===== src/rtl/fb_pkg.sv =====
// Shared framebuffer definitions: pattern modes, writer FSM encoding and the
// bank-interleaved address map also used by the video reader.
package fb_pkg;

  localparam logic [1:0] MODE_XRAMP = 2'd0;
  localparam logic [1:0] MODE_YRAMP = 2'd1;
  localparam logic [1:0] MODE_SOLID = 2'd2;
  localparam logic [1:0] MODE_CHECK = 2'd3;

  typedef enum logic [1:0] {
    ST_IDLE   = 2'd0,
    ST_WRITE  = 2'd1,
    ST_FINISH = 2'd2
  } fb_state_e;

  typedef struct packed {
    logic [1:0]  bank;
    logic [29:0] addr;
  } fb_loc_t;

  // Linear word address -> {bank, row/col}. Bits [9:8] pick the bank so that
  // consecutive 256-word runs rotate through all four banks.
  function automatic fb_loc_t fb_swizzle(input logic [31:0] lin, input int unsigned addr_w);
    fb_loc_t     r;
    logic [31:0] m;
    m      = lin & ((32'h1 << addr_w) - 32'h1);
    r.bank = m[9:8];
    r.addr = 30'(((m >> 10) << 8) | {24'h0, m[7:0]});
    return r;
  endfunction

endpackage


===== src/rtl/fb_pattern_writer_if.sv =====
// Word write port between the pattern writer and the SDRAM write arbiter.
interface fb_pattern_writer_if #(
  parameter int ADDR_W = 22,
  parameter int DATA_W = 16
);
  logic              wr_valid;
  logic              wr_ready;
  logic [1:0]        wr_bank;
  logic [ADDR_W-3:0] wr_addr;
  logic [DATA_W-1:0] wr_data;

  modport master (output wr_valid, wr_bank, wr_addr, wr_data, input wr_ready);
  modport slave  (input wr_valid, wr_bank, wr_addr, wr_data, output wr_ready);
endinterface


===== src/rtl/fb_xy_counter.sv =====
// Raster x/y counter. Exposes the position that follows the current one so the
// owner can register per-pixel outputs one step ahead.
module fb_xy_counter #(
  parameter int H_ACTIVE = 1280,
  parameter int V_ACTIVE = 720,
  parameter int XW       = (H_ACTIVE > 1) ? $clog2(H_ACTIVE) : 1,
  parameter int YW       = (V_ACTIVE > 1) ? $clog2(V_ACTIVE) : 1
) (
  input  logic          clk,
  input  logic          reset,
  input  logic          clr,
  input  logic          en,
  output logic [XW-1:0] x_next,
  output logic [YW-1:0] y_next,
  output logic          last
);
  logic [XW-1:0] x;
  logic [YW-1:0] y;
  logic          x_end, y_end;

  assign x_end  = (x == XW'(H_ACTIVE - 1));
  assign y_end  = (y == YW'(V_ACTIVE - 1));
  assign last   = x_end && y_end;
  assign x_next = x_end ? '0 : x + XW'(1);
  assign y_next = x_end ? (y_end ? '0 : y + YW'(1)) : y;

  always_ff @(posedge clk or posedge reset) begin
    if (reset) begin
      x <= '0;
      y <= '0;
    end else if (clr) begin
      x <= '0;
      y <= '0;
    end else if (en) begin
      x <= x_next;
      y <= y_next;
    end
  end

endmodule


===== src/rtl/fb_pattern_writer.sv =====
// Streams one frame of a test pattern into SDRAM through the word write port,
// one registered word per accepted handshake.
module fb_pattern_writer
  import fb_pkg::*;
#(
  parameter int H_ACTIVE    = 1280,
  parameter int V_ACTIVE    = 720,
  parameter int LINE_STRIDE = 4096,
  parameter int ADDR_W      = 22,
  parameter int DATA_W      = 16,
  parameter int CHK_LOG2    = 3
) (
  input  logic              clk,
  input  logic              reset,
  input  logic              start,
  input  logic [1:0]        mode,
  input  logic [DATA_W-1:0] color,
  output logic              busy,
  output logic              done,
  fb_pattern_writer_if.master wr
);
  localparam int XW = (H_ACTIVE > 1) ? $clog2(H_ACTIVE) : 1;
  localparam int YW = (V_ACTIVE > 1) ? $clog2(V_ACTIVE) : 1;
  localparam int SW = $clog2(LINE_STRIDE);

  fb_state_e         state_q, state_d;
  logic [1:0]        mode_q;
  logic [DATA_W-1:0] color_q;
  logic [XW-1:0]     nx, px;
  logic [YW-1:0]     ny, py;
  logic              last, accept, load_first, step;
  logic [1:0]        pmode;
  logic [DATA_W-1:0] pcolor, pdata;
  logic              chk_sel;
  logic [31:0]       lin;
  fb_loc_t           loc;
  logic              unused_loc;

  assign accept     = wr.wr_valid && wr.wr_ready;
  assign load_first = (state_q == ST_IDLE) && start;
  assign step       = accept && !last;

  fb_xy_counter #(.H_ACTIVE(H_ACTIVE), .V_ACTIVE(V_ACTIVE), .XW(XW), .YW(YW)) u_xy (
    .clk    (clk),
    .reset  (reset),
    .clr    (load_first),
    .en     (accept),
    .x_next (nx),
    .y_next (ny),
    .last   (last)
  );

  // Outputs are registered one word ahead: the first word comes from the live
  // mode/colour at start, later words from the latched copies.
  assign px     = load_first ? '0 : nx;
  assign py     = load_first ? '0 : ny;
  assign pmode  = load_first ? mode : mode_q;
  assign pcolor = load_first ? color : color_q;

  assign lin        = 32'({py, SW'(px)});
  assign loc        = fb_swizzle(lin, ADDR_W);
  assign unused_loc = ^loc.addr[29:ADDR_W-2];

  always_comb begin
    chk_sel = |(((32'(px) >> CHK_LOG2) ^ (32'(py) >> CHK_LOG2)) & 32'd1);
    pdata   = pcolor;
    case (pmode)
      MODE_XRAMP: pdata = DATA_W'(px);
      MODE_YRAMP: pdata = DATA_W'(py);
      MODE_SOLID: pdata = pcolor;
      MODE_CHECK: pdata = chk_sel ? pcolor : ~pcolor;
      default:    pdata = pcolor;
    endcase
  end

  always_ff @(posedge clk or posedge reset) begin
    if (reset) begin
      state_q <= ST_IDLE;
    end else begin
      state_q <= state_d;
    end
  end

  always_comb begin
    state_d = state_q;
    case (state_q)
      ST_IDLE:   if (start) state_d = ST_WRITE;
      ST_WRITE:  if (accept && last) state_d = ST_FINISH;
      ST_FINISH: state_d = ST_IDLE;
      default:   state_d = ST_IDLE;
    endcase
  end

  always_ff @(posedge clk or posedge reset) begin
    if (reset) begin
      mode_q     <= MODE_XRAMP;
      color_q    <= '0;
      wr.wr_bank <= '0;
      wr.wr_addr <= '0;
      wr.wr_data <= '0;
    end else begin
      if (load_first) begin
        mode_q  <= mode;
        color_q <= color;
      end
      if (load_first || step) begin
        wr.wr_bank <= loc.bank;
        wr.wr_addr <= loc.addr[ADDR_W-3:0];
        wr.wr_data <= pdata;
      end
    end
  end

  assign wr.wr_valid = (state_q == ST_WRITE);
  assign busy        = (state_q != ST_IDLE);
  assign done        = (state_q == ST_FINISH);

endmodule


===== src/flat_wrapper.sv =====
// flat-port wrapper written by rule: the top's interface ports become plain ports
module fb_pattern_writer_flat import fb_pkg::*;
#(
  parameter int H_ACTIVE    = 1280,
  parameter int V_ACTIVE    = 720,
  parameter int LINE_STRIDE = 4096,
  parameter int ADDR_W      = 22,
  parameter int DATA_W      = 16,
  parameter int CHK_LOG2    = 3
)
  (clk, reset, start, mode, color, busy, done, wr_wr_valid, wr_wr_bank, wr_wr_addr, wr_wr_data, wr_wr_ready);
  fb_pattern_writer_if #(.ADDR_W(ADDR_W), .DATA_W(DATA_W)) wr_i ();
  input  logic clk;
  input  logic reset;
  input  logic start;
  input  logic [1:0] mode;
  input  logic [DATA_W-1:0] color;
  output logic busy;
  output logic done;
  output wire logic [$bits(wr_i.wr_valid)-1:0] wr_wr_valid;
  output wire logic [$bits(wr_i.wr_bank)-1:0] wr_wr_bank;
  output wire logic [$bits(wr_i.wr_addr)-1:0] wr_wr_addr;
  output wire logic [$bits(wr_i.wr_data)-1:0] wr_wr_data;
  input wire logic [$bits(wr_i.wr_ready)-1:0] wr_wr_ready;
  assign wr_wr_valid = wr_i.wr_valid;
  assign wr_wr_bank = wr_i.wr_bank;
  assign wr_wr_addr = wr_i.wr_addr;
  assign wr_wr_data = wr_i.wr_data;
  assign wr_i.wr_ready = wr_wr_ready;
  fb_pattern_writer #(.H_ACTIVE(H_ACTIVE), .V_ACTIVE(V_ACTIVE), .LINE_STRIDE(LINE_STRIDE), .ADDR_W(ADDR_W), .DATA_W(DATA_W), .CHK_LOG2(CHK_LOG2)) u_core (.clk(clk), .reset(reset), .start(start), .mode(mode), .color(color), .busy(busy), .done(done), .wr(wr_i));
endmodule

===== config.mk =====
export PLATFORM = sky130hd
export DESIGN_NAME = fb_pattern_writer_flat
export DESIGN_NICKNAME = d
export VERILOG_FILES = /design/src/rtl/fb_pkg.sv /design/src/rtl/fb_pattern_writer_if.sv /design/src/rtl/fb_xy_counter.sv /design/src/rtl/fb_pattern_writer.sv /design/src/flat_wrapper.sv
export SDC_FILE = /design/constraint.sdc
export NUM_CORES = 1
export LEC_CHECK = 0
export CAP_MARGIN = 20
export CORE_ASPECT_RATIO = 1.2
export CORE_MARGIN = 4
export CORE_UTILIZATION = 40
export DETAILED_ROUTE_END_ITERATION = 6
export GPL_TIMING_DRIVEN = 1
export REMOVE_ABC_BUFFERS = 1
export SYNTH_ARGS = -nofsm -noshare
export SYNTH_HDL_FRONTEND = slang
export SYNTH_SLANG_ARGS = --single-unit

===== constraint.sdc =====
create_clock -name clk -period 2.5 [get_ports clk]
set_input_delay 0.625 -clock clk [delete_from_list [all_inputs] [get_ports clk]]
set_output_delay 0.625 -clock clk [all_outputs]
set_load 0.02 [all_outputs]

== Yosys cells after proc, flatten, opt, wreduce, memory -nomap -nowiden ==
Index checks and enable logic that the tools add are counted.
Cells by class
  $add $sub $neg: 2
  eq/ne operators: 9
  muxes and demuxes: 16
  bitwise operators: 3
  reductions and logical operators: 12
Operators with widths (count)
  one-hot mux 16 bit (4 select lines): 1
  two-way mux 10 bit: 5
  two-way mux 11 bit: 4
  two-way mux 16 bit: 2
  bitwise OR 20 x 8 -> 20 bit: 1
  inverter 16 bit: 1
  adder 11 x 1 -> 11 bit (second input constant): 1
  == test 11 bit (second input constant): 1
  adder 10 x 1 -> 10 bit (second input constant): 1
  == test 10 bit (second input constant): 1
  == test 2 bit (second input constant): 3
  two-way mux 2 bit: 3
  logical AND 1 bit: 5
  == test 2 x 1 -> 1 bit (second input constant): 2
  logical NOT 2 bit: 2
  inequality test 2 bit (second input constant): 2
  one-hot mux 2 bit (2 select lines): 1
  nonzero test 2 bit: 2
  AND reduction 2 bit: 1
  logical NOT 1 bit: 1
  logical OR 1 bit: 1
  bitwise XOR 1 bit: 1
Word-level totals
  register bits after elaboration: 79
  input port bits: 22
  output and inout bits: 41
  word-level logic and storage cells: 50

== Longest topological paths before layout ==
Gate-level depths: netlist of run 1.
  depth after elaboration: 7
  mapped depth: 9
  depth with buffers taken out: 7

== Modules after synthesis ==
Synthesis of run 1 repeated with hierarchy kept, for this count alone.
Unflattened totals
  cells, all modules: 517
  area, all modules: 4565.6 sq um
Modules (own cells, without submodules)
  fb_pattern_writer: instances 1, cells an instance 320, area an instance 2995.4 sq um, sequential area each 1426.4 sq um
  fb_xy_counter: instances 1, cells an instance 197, area an instance 1570.3 sq um, sequential area each 525.5 sq um

== Worst setup path before layout of run 1 ==
OpenSTA, ideal clock, no wires.
  path kind: flip-flop to flip-flop
  start point: reg u_core.u_xy.x[0]
  end point: reg u_core.wr.wr_data[6]
  library setup time: 87 ps
  arrival: 2405 ps
  required time: 2413 ps
  path slack: 9 ps
  stages on the path, launching flop included: 9
  path buffers: 1
  period minus slack after synthesis: 2491 ps
  cells stage by stage: dfrtp_1 > ha_1 > clkbuf_2 > nand2_1 > nor3_4 > or3_4 > a221oi_4 > or4b_1 > o211ai_1
On the way
  longest elaborated chain between the ends: 6
  elaborated cells between the ends (all ways): 13
  those cells by class: add/sub: 1; eq/ne: 1; mux: 6; bitwise: 1; reduce/logical: 4
Ends and longest elaborated chain
  start: declaration: RTL line fb_xy_counter.sv:17  | logic [XW-1:0] x;
  start signal: assignment: RTL line fb_xy_counter.sv:35  | x <= x_next;
  adder 11 x 1 -> 11 bit or == test 11 bit (tied branches): RTL line fb_xy_counter.sv:24, fb_xy_counter.sv:21
  two-way mux 11 bit or two-way mux 10 bit (tied branches): RTL line fb_xy_counter.sv:24, fb_xy_counter.sv:25
  two-way mux 11 bit or two-way mux 10 bit (tied branches): RTL line fb_pattern_writer.sv:55, fb_pattern_writer.sv:56
  bitwise XOR 1 bit: RTL line fb_pattern_writer.sv:65  | chk_sel = |(((32'(px) >> CHK_LOG2) ^ (32'(py) >> CHK_LOG2)) & 32'd1);
  two-way mux 16 bit: RTL line fb_pattern_writer.sv:71  | MODE_CHECK: pdata = chk_sel ? pcolor : ~pcolor;
  one-hot mux 16 bit (4 select lines): RTL line fb_pattern_writer.sv:67  | case (pmode)
  end signal: assignment: RTL line fb_pattern_writer.sv:109  | wr.wr_data <= pdata;
  end: declaration: RTL line fb_pattern_writer_if.sv:12  | modport master (output wr_valid, wr_bank, wr_addr, wr_data, input wr_ready);
Several ways; a longest one is shown, not always the timed one.
A chain may end at the register's enable or synchronous reset.

== Worst setup path after layout of run 1 ==
  start point: reg u_core.u_xy.x[9]
  end point: reg u_core.wr.wr_data[1]
On the way
  longest elaborated chain between the ends: 6
  elaborated cells between the ends (all ways): 12
  those cells by class: eq/ne: 1; mux: 6; bitwise: 1; reduce/logical: 4
Ends and longest elaborated chain
  == test 11 bit (*): RTL line fb_xy_counter.sv:21  | assign x_end = (x == XW'(H_ACTIVE - 1));
  two-way mux 11 bit or two-way mux 10 bit (tied branches): RTL line fb_xy_counter.sv:24, fb_xy_counter.sv:25
  two-way mux 11 bit or two-way mux 10 bit (tied branches): RTL line fb_pattern_writer.sv:55, fb_pattern_writer.sv:56
  bitwise XOR 1 bit: RTL line fb_pattern_writer.sv:65
  two-way mux 16 bit: RTL line fb_pattern_writer.sv:71
  one-hot mux 16 bit (4 select lines): RTL line fb_pattern_writer.sv:67
Every way passes the cells marked *; elsewhere a longest branch is shown, timed or not.

==> run summary, run 1 <==
Sequential Area: 0.001953 sq mm
critical path, cell by cell: nand4bb_4 > nor3_4 > buf_4 > mux2i_1 > a2bb2oi_1 > nor3_1 > a221o_1
final setup fails: 0
r2r setup slk: 0.10 ns
setup ws final: 0.1037 ns
drt via density: 5.344
Peak VDD IR: 0.4850 mV
Die H: 117.5 microns
max-slew violations: 0
Ports: 63
Hold Path Sink: u_core.wr.wr_bank[0]$_DFFE_PP0P_
final wirelength: 11.09 mm
first-pass GRT wire length: 18.31 mm
Post-Synth Simple-Gate Area: 23.53%
placed cell count: 626
Cells after Synth: 416
Core Rows: 39
period utilization: 95.85%
post-DP HPWL: 8.382 mm
gr ovfl total: 0
Primary FF master, synth: dfrtp_1
outcome: finished, final reports clean
hold_sp: u_core.wr.wr_bank[0]$_DFFE_PP0P_
Psw: 1.766 mW
cts hold-fix bufs: 0
area grow syn2layout: 35.31%
CTS tree: yes
DRT Pass-1 Iters: 4
placed inst area: 0.005037 sq mm
Final min period: 2.396 ns
Adder-Cell Fraction of Synth Area: 0.6266%
clock power share: 25.3%
largest fanout on the critical path: 12
antenna violations before repair: 0
Overall Power: 5.112 mW
CP bufs+invs: 1
post-synthesis sequential area ratio: 48.87%
EDFF count, synth: 0
Cell variety after synth: 68
clock buffer depth: 2
Root Driver: clkbuf_16
FILL cells: 864
Pint: 3.347 mW
hold depth: 2
DRT iter0 DRCs: 155
Crit. End Element: flop
Seq cells post-synth: 78
Async SR Flop Fraction: 100.0%
GRT Util Overall: 19.75%
CP Class: reg -> reg
WL/cell: 17.19 microns
Pleak: 2.474 nW
CTS Buf Count: 9
Hold Path Class: reg -> reg
post-synthesis mux area share: 1.378%
setup_tns: 0 ns
diode count: 0
antenna viol nets, final: 0
Cell Pwr Density: 946.1 mW/mm^2
worst clock skew: 0.006070 ns
max_cap viols: 0
CTS H-tree depth: 3
fmax: 0.4173 GHz
share of cells above drive strength 1: 17.62%
CP top delay family: simple AND/OR/NAND/NOR gates
Die W: 99.22 microns
DRC: 0
largest net degree at the start of global routing: 79
Critical Path RT: 2.71 ns
worst hold slack: 0.4773 ns
CTS sink cnt: 78
DP Worst Slack: -0.4068 ns
CP Launch Type: flop
Initial Utilization: 41.55%
Critical Path AT: 2.61 ns
Finished Layout Cells: 645
routability cong.: 0.9013
Reg clk slew, reported paths: 0.06 ns
design area: 0.005404 sq mm
Layout Nets: 541
number of port buffers: 61
vias in the first global route: 3516
Seq pwr share: 36.0%
slowest stage delay, CP: 0.45 ns
worst reg2reg path startpoint: u_core.u_xy.x[9]$_DFFE_PP0P_
final hold violations: 0
Syn Area/Cell: 9.601 sq um
area of the multi-input gates: 0.001951 sq mm
largest family of logic cells by synthesized area: simple AND/OR/NAND/NOR gates
synth warn: 0
mapped cell area: 0.003994 sq mm
worst skew pair latency: 0.33 ns
Sw Ratio: 34.54%
via count: 3447
Core Util, Final: 56.22%
Post-Synth XOR/XNOR Area: 5.921%
R2R cell count: 7
Synth Area in Compound Gates: 16.51%
Core ar.: 0.009613 sq mm
CP max stage cell: dfrtp_2
combinational fraction of design power: 38.8%
full die area: 0.01165 sq mm
RR Endpoint: u_core.wr.wr_data[1]$_DFFE_PP0P_
==> layout by cell type, fill, tap and decap left out, types with 2 or more instances in the layout <==
master	netlist	routed
a211o_1	2	2
a211oi_1	4	3
a211oi_2	1	2
a21o_1	12	12
a21oi_1	11	11
a221o_1	3	3
a22o_1	5	5
a32oi_1	3	3
a41oi_1	2	2
and2_1	3	2
and3_1	4	4
buf_4	1	48
buf_6	1	3
clkbuf_16	0	9
clkdlybuf4s50_1	0	60
clkinv_2	0	3
dfrtp_1	78	77
ha_1	2	2
inv_1	5	4
mux2i_1	3	3
nand2_1	97	96
nand2b_1	6	6
nand3_1	14	14
nand4_1	4	4
nor2_1	28	27
nor2b_1	2	2
nor3_1	6	6
nor4_1	3	3
o211ai_1	4	4
o21ai_0	20	20
o31ai_1	5	5
or3_1	3	3
or4_1	2	2
xnor2_1	14	14
xor2_1	13	13
==> area by class of cell <==
cell class	instances	area share, %
well taps	123	2.848
clock buffers	10	4.422
inverters	5	0.3473
repair buffers	113	19.01
clock inverters	6	1.135
flip-flops and latches	78	36.14
multi-input cells	310	36.10
==> power by group through the flow <==
| stage | clock, mW | sequential, mW | combinational, mW |
|---|---|---|---|
| finish | 1.29 | 1.84 | 1.98 |
| floorplan | 0 | 2.03 | 0.846 |
| global placement | 0 | 1.85 | 1.91 |
| global route | 1.37 | 1.88 | 2.14 |
| CTS | 1.33 | 1.84 | 1.96 |
| detailed placement | 0 | 1.86 | 1.94 |
==> worst max-delay path by stage <==
stage / start / to / slack (ns) / depth (start not counted)
after floorplan: u_core.u_xy.x[0]$_DFFE_PP0P_ / u_core.wr.wr_data[1]$_DFFE_PP0P_ / -1.02 / 7
after global placement: start / u_core.wr.wr_data[3]$_DFFE_PP0P_ / -0.36 / 7
after detailed placement: start / u_core.wr.wr_data[3]$_DFFE_PP0P_ / -0.41 / 7
after CTS: start / u_core.wr.wr_data[9]$_DFFE_PP0P_ / 0.04 / 8
after global routing: u_core.u_xy.x[9]$_DFFE_PP0P_ / u_core.wr.wr_data[15]$_DFFE_PP0P_ / -0.02 / 8
final: u_core.u_xy.x[9]$_DFFE_PP0P_ / u_core.wr.wr_data[1]$_DFFE_PP0P_ / 0.10 / 7
==> timing repair <==
action / CTS / global route
pin swaps: 0 / 3
endpoints found under the setup margin: 2 / 12
hold endpoints to repair: 0 / 0
setup buffers: 1 / 2
gates resized for setup: 1 / 11
==> logic make-up (layout without fill, tap and decap cells) <==
family / count (synthesis) / after routing
compound gates: 88 / 88
fa+ha+maj: 2 / 2
mux: 5 / 5
other cells: 1 / 1
simple gates: 187 / 187
xor+xnor: 27 / 27
flops: 78 / 78
buf+inv: 28 / 134
==> registers in the layout, summed over array words and instances, names as in the netlist <==
| register | flops |
|---|---|
| u_core.u_xy.y | 10 |
| u_core.wr.wr_data | 16 |
| u_core.wr.wr_bank | 2 |
| u_core.u_xy.x | 11 |
| u_core.wr.wr_addr | 19 |
| u_core.state_q | 2 |
| u_core.color_q | 16 |
| u_core.mode_q | 2 |
==> worst reg2reg max path: cells and delay by family, from the launching register on <==
kind | cells | cell delay (ns)
AND/OR/NAND/NOR | 3 | 0.75
multiplexers | 1 | 0.34
flip-flops | 1 | 0.45
buffers and inverters | 1 | 0.26
AO/OA/AOI/OAI | 2 | 0.48
==> per-layer routing <==
metal | track usage, % | share of wire [%] | vias up | wire, microns
li1 | - | - | 1657 | -
met1 | 26.26 | 44 | 1690 | 4894
met3 | 4.624 | 4.8 | 16 | 530
met2 | 31.85 | 49 | 84 | 5441
met5 | 0 | 0 | - | 0
met4 | 6.149 | 2.0 | 0 | 218
==> cells in the mapped netlist (4+ instances only) <==
cell type / n / share of area (%)
and3_1: 4 / 0.63
a21oi_1: 11 / 1.4
a211oi_1: 4 / 0.75
nand3_1: 14 / 1.8
nor2_1: 28 / 2.6
o31ai_1: 5 / 0.94
a22o_1: 5 / 1.1
xnor2_1: 14 / 3.1
xor2_1: 13 / 2.9
nand2_1: 97 / 9.1
inv_1: 5 / 0.47
o21ai_0: 20 / 2.5
clkbuf_1: 14 / 1.3
nand4_1: 4 / 0.63
a21o_1: 12 / 2.3
buf_2: 4 / 0.50
dfrtp_1: 78 / 49
nand2b_1: 6 / 0.94
o211ai_1: 4 / 0.75
nor3_1: 6 / 0.75
Note: power is estimated with default switching activity, not from simulation.
==> run 2, diff against run 1 <==
- MAX_ROUTING_LAYER: unset -> met4
==> run 2 against run 1 <==
Compared with the run above: maximum frequency increased by 2.7%; sequential cell count unchanged; register-to-register slack improved by 0.06 ns; clock power about the same; design area increased by 0.58%; first-iteration DRC count increased by 25%; final cell count increased by 0.93%; non-clock buffer count increased by 6; global-route usage increased by 0.70 points; total power decreased by 0.26%; via count decreased by 0.93%; critical endpoint is now wr_wr_valid; largest cell class unchanged; largest power group unchanged.
==> run summary, run 2 (synthesized netlist as in run 1, its figures left out) <==
Ports: 63
DRT Pass-1 Iters: 4
most frequent cells in the layout: 97 x nand2_1, 78 x dfrtp_1, 60 x clkdlybuf4s50_1, 54 x buf_4, 27 x nor2_1
CP Launch Type: flop
area grow syn2layout: 36.09%
final hold violations: 0
CTS sink cnt: 78
clock buffer depth: 2
CP max stage cell: clkdlybuf4s50_1
final wirelength: 11.07 mm
Critical Path AT: 1.71 ns
max reg flops: 19
Initial Utilization: 41.55%
via count: 3415
RSZ-0062 raised after global routing: true
worst skew pair latency: 0.34 ns
max-slew violations: 0
vias in the first global route: 3488
routability cong.: 0.8937
Root Driver: clkbuf_16
Core Rows: 39
CTS Buf Count: 9
share of cells above drive strength 1: 18.37%
CP bufs+invs: 1
Die W: 99.22 microns
Layout Nets: 547
DRC: 0
first-pass GRT wire length: 18.46 mm
largest fanout on the critical path: 6
worst hold slack: 0.4744 ns
Hold Path Class: reg -> reg
Pleak: 2.495 nW
Cell Pwr Density: 938.2 mW/mm^2
biggest registers after layout: u_core.wr.wr_addr (19), u_core.color_q (16), u_core.wr.wr_data (16)
diode count: 0
r2r setup slk: 0.17 ns
final setup fails: 0
worst clock skew: 0.006901 ns
largest net degree at the start of global routing: 79
post-DP HPWL: 8.323 mm
Most flops, register: u_core.wr.wr_addr
number of port buffers: 61
CP top delay family: buffers and inverters
period utilization: 93.32%
full die area: 0.01165 sq mm
Reg clk slew, reported paths: 0.06 ns
WL/cell: 17.01 microns
Critical Path RT: 1.88 ns
Final min period: 2.333 ns
gr ovfl total: 0
CTS H-tree depth: 3
Peak VDD IR: 0.4551 mV
CP Class: reg -> out
Core ar.: 0.009613 sq mm
antenna viol nets, final: 0
GRT Util Overall: 20.45%
slowest stage delay, CP: 0.65 ns
DRT iter0 DRCs: 193
antenna violations before repair: 0
most common cell after layout, fill and taps aside: nand2_1
outcome: finished, final reports clean
drt via density: 5.246
Die H: 117.5 microns
critical path, cell by cell: nor2b_1 > clkdlybuf4s50_1
fmax: 0.4286 GHz
max_cap viols: 0
setup_tns: 0 ns
CTS tree: yes
Crit. End Element: output pin
run 2: final timing paths:
| check | startpoint | end | cells after the start |
|---|---|---|---|
| setup / recovery | u_core.state_q[0]$_DFFE_PP0P_ | wr_wr_valid | 2 |
| hold / removal | u_core.wr.wr_data[11]$_DFFE_PP0P_ | u_core.wr.wr_data[11]$_DFFE_PP0P_ | 2 |
| setup reg to reg | u_core.u_xy.x[9]$_DFFE_PP0P_ | u_core.wr.wr_data[0]$_DFFE_PP0P_ | 7 |
| hold reg to reg | u_core.wr.wr_data[11]$_DFFE_PP0P_ | u_core.wr.wr_data[11]$_DFFE_PP0P_ | 2 |
| max in group asynchronous | reset | u_core.wr.wr_data[10]$_DFFE_PP0P_ | 3 |
| min in group asynchronous | reset | u_core.wr.wr_addr[18]$_DFFE_PP0P_ | 3 |
run 2: power breakdown:
part | switching [mW] | internal, mW
clock network | 0.524 | 0.765
logic | 1.01 | 0.969
registers | 0.244 | 1.59
run 2: routing by layer:
metal / wire length (microns) / track usage [%]
met3: 449 / 2.845
met4: 240 / 7.686
met2: 5369 / 31.93
met5: 0 / -
met1: 5013 / 27.04
run 2: timing repair:
action,CTS,global route
setup endpoints to repair,4,13
pin swaps,0,3
setup buffers,1,2
hold buffers,0,0
resized for setup,1,9
run 2: area by class of cell:
type                       instances  area (sq um)
timing repair buffer             119          1072
clock inverter                     7         65.06
multi-input combinational        310          1948
sequential                        78          1952
inverter                           5         18.77
fill                             875          4178
clock buffer                       9         225.2
tap                              123         153.9
run 2: worst min-delay path, cell delays in order, from the launching register on:
cell,delay [ns]
dfrtp_1,0.34
nand2_1,0.05
o31ai_1,0.05
run 2: stage by stage:
stage | util, % | std cells | instance area (sq um) | total power [mW] | worst slack (ns)
6_report | 56.54 | 651 | 5435 | 5.099 | 0.1670
2_1_floorplan | - | 393 | 3890 | 2.876 | -1.023
3_5_place_dp | 52.87 | 632 | 5082 | 3.798 | -0.4125
4_1_cts | 55.99 | 649 | 5383 | 5.110 | 0.03990
3_3_place_gp | 52.87 | 632 | 5082 | 3.768 | -0.3773
5_1_grt | 56.54 | 651 | 5435 | 5.388 | -0.003032
==> run 3, diff against run 2 <==
- PLACE_DENSITY_LB_ADDON: unset -> 0.3
==> run 3 against run 2 <==
Compared with the run above: maximum frequency fell by 4.6%; design area barely moved; non-clock buffer count fell by 4; combinational power barely moved; die area did not move; first-iteration DRC count rose by 3.1%; via count rose by 2.0%; largest cell class unchanged.
==> run summary, run 3 (synthesized netlist as in run 1, its figures left out) <==
DRC: 0
Critical Path AT: 2.70 ns
max-slew violations: 0
gr ovfl total: 0
worst reg2reg path startpoint: u_core.u_xy.x[8]$_DFFE_PP0P_
GRT Util Overall: 21.34%
CTS H-tree depth: 3
most common cell after layout, fill and taps aside: nand2_1
Most flops, register: u_core.wr.wr_addr
via count: 3482
Hold Path Class: reg -> reg
r2r setup slk: 0.05 ns
Die W: 99.22 microns
setup_tns: 0 ns
R2R cell count: 7
antenna violations before repair: 0
worst skew pair latency: 0.34 ns
Critical Path Source: u_core.u_xy.x[8]$_DFFE_PP0P_
Seq pwr share: 35.7%
CP Class: reg -> reg
hold_sp: u_core.wr.wr_addr[7]$_DFFE_PP0P_
Layout Nets: 543
combinational fraction of design power: 38.3%
Sw Ratio: 34.63%
Critical Path RT: 2.75 ns
final hold violations: 0
max reg flops: 19
design area: 0.005438 sq mm
Pleak: 2.491 nW
post-DP HPWL: 8.541 mm
CP top delay family: simple AND/OR/NAND/NOR gates
CP max stage cell: or4_1
largest fanout on the critical path: 7
fmax: 0.4088 GHz
Cell Pwr Density: 954.1 mW/mm^2
CTS tree: yes
DRT Pass-1 Iters: 5
Reg clk slew, reported paths: 0.06 ns
Psw: 1.797 mW
period utilization: 97.86%
placed inst area: 0.005045 sq mm
outcome: finished, final reports clean
first-pass GRT wire length: 19.26 mm
Peak VDD IR: 0.4579 mV
share of cells above drive strength 1: 17.75%
final setup fails: 0
RR Endpoint: u_core.wr.wr_data[6]$_DFFE_PP0P_
most frequent cells in the layout: 96 x nand2_1, 77 x dfrtp_1, 60 x clkdlybuf4s50_1, 49 x buf_4, 26 x nor2_1
critical path, cell by cell: nand4bb_4 > buf_4 > or4_1 > nor2_1 > xor2_1 > a32oi_1 > o211ai_1
CP Launch Type: flop
Die H: 117.5 microns
Initial Utilization: 41.55%
CTS sink cnt: 78
antenna viol nets, final: 0
worst hold slack: 0.4760 ns
final wirelength: 11.61 mm
Final min period: 2.446 ns
Crit. End Element: flop
Pint: 3.392 mW
clock buffer depth: 2
Core ar.: 0.009613 sq mm
largest net degree at the start of global routing: 79
biggest registers after layout: u_core.wr.wr_addr (19), u_core.color_q (16), u_core.wr.wr_data (16)
full die area: 0.01165 sq mm
number of port buffers: 61
Ports: 63
Root Driver: clkbuf_16
CP bufs+invs: 1
WL/cell: 17.94 microns
clock power share: 26.0%
DRT iter0 DRCs: 199
max_cap viols: 0
Hold Path Sink: u_core.wr.wr_addr[7]$_DFFE_PP0P_
Core Rows: 39
CTS Buf Count: 9
diode count: 0
drt via density: 5.382
worst clock skew: 0.005642 ns
slowest stage delay, CP: 0.57 ns
area grow syn2layout: 36.15%
vias in the first global route: 3649
routability cong.: 0.9236
hold depth: 1
-- run 3: changes by cell type in the layout (fill, tap and decap cells not counted), sizes merged --
cell      before  now
buf           58   54
clkbuf         9   12
clkinv         4    2
clkinvlp       2    1
-- run 3: metrics by stage --
step                      total power, mW  util [%]  worst slack, ns  cells
final                               5.188     56.57          0.05359    647
after global routing                5.482     56.57        -0.007960    647
after CTS                           5.154     55.76         0.006082    643
after detailed placement            3.780     52.48          -0.3664    627
after global placement              3.745     52.48          -0.3218    627
after floorplan                     2.876         -           -1.023    393
-- run 3: worst max-delay path by stage --
stage,end,slack [ns],cells past startpoint
3_3_place_gp,u_core.wr.wr_data[3]$_DFFE_PP0P_,-0.32,7
5_1_grt,u_core.wr.wr_data[6]$_DFFE_PP0P_,-0.008,7
2_1_floorplan,u_core.wr.wr_data[1]$_DFFE_PP0P_,-1.02,7
3_5_place_dp,u_core.wr.wr_data[3]$_DFFE_PP0P_,-0.37,7
4_1_cts,u_core.wr.wr_data[12]$_DFFE_PP0P_,0.006,10
6_report,u_core.wr.wr_data[6]$_DFFE_PP0P_,0.05,7
-- run 3: routing by layer --
layer | share of wire, % | vias to the layer above | GRT usage, %
li1 | - | 1669 | -
met4 | 2.3 | 0 | 8.198
met3 | 4.5 | 20 | 3.201
met1 | 43 | 1702 | 26.75
met5 | 0 | - | -
met2 | 50 | 91 | 34.71
-- run 3: worst reg2reg max path, delay by kind of cell (launching register included) --
kind,cells,cell delay (ns)
AOI/OAI and AO/OA,2,0.36
DFF,1,0.44
and+or+nand+nor,3,1.03
xor gates and xnor gates,1,0.35
buffers and inverters,1,0.17
-- run 3: final cells by class --
type	count	area [sq um]
Fill cell	859	4175
Inverter	5	18.77
Tap cell	123	153.9
Multi-Input combinational cell	310	1946
Sequential cell	78	1953
Timing Repair Buffer	115	1055
Clock inverter	4	55.05
Clock buffer	12	256.5
-- run 3: power groups by stage --
stage	combinational, mW	clock (mW)	sequential, mW
6_report	1.99	1.35	1.85
5_1_grt	2.16	1.42	1.89
4_1_cts	1.93	1.37	1.85
3_5_place_dp	1.91	0	1.87
3_3_place_gp	1.89	0	1.86
2_1_floorplan	0.846	0	2.03
-- run 3: timing repair --
item / in CTS / in global routing
hold buffers: 0 / 0
endpoints found under the setup margin: 1 / 9
pin swaps: 0 / 4
resized for setup: 2 / 10
hold endpoints to repair: 0 / 0
setup buffers: 0 / 4
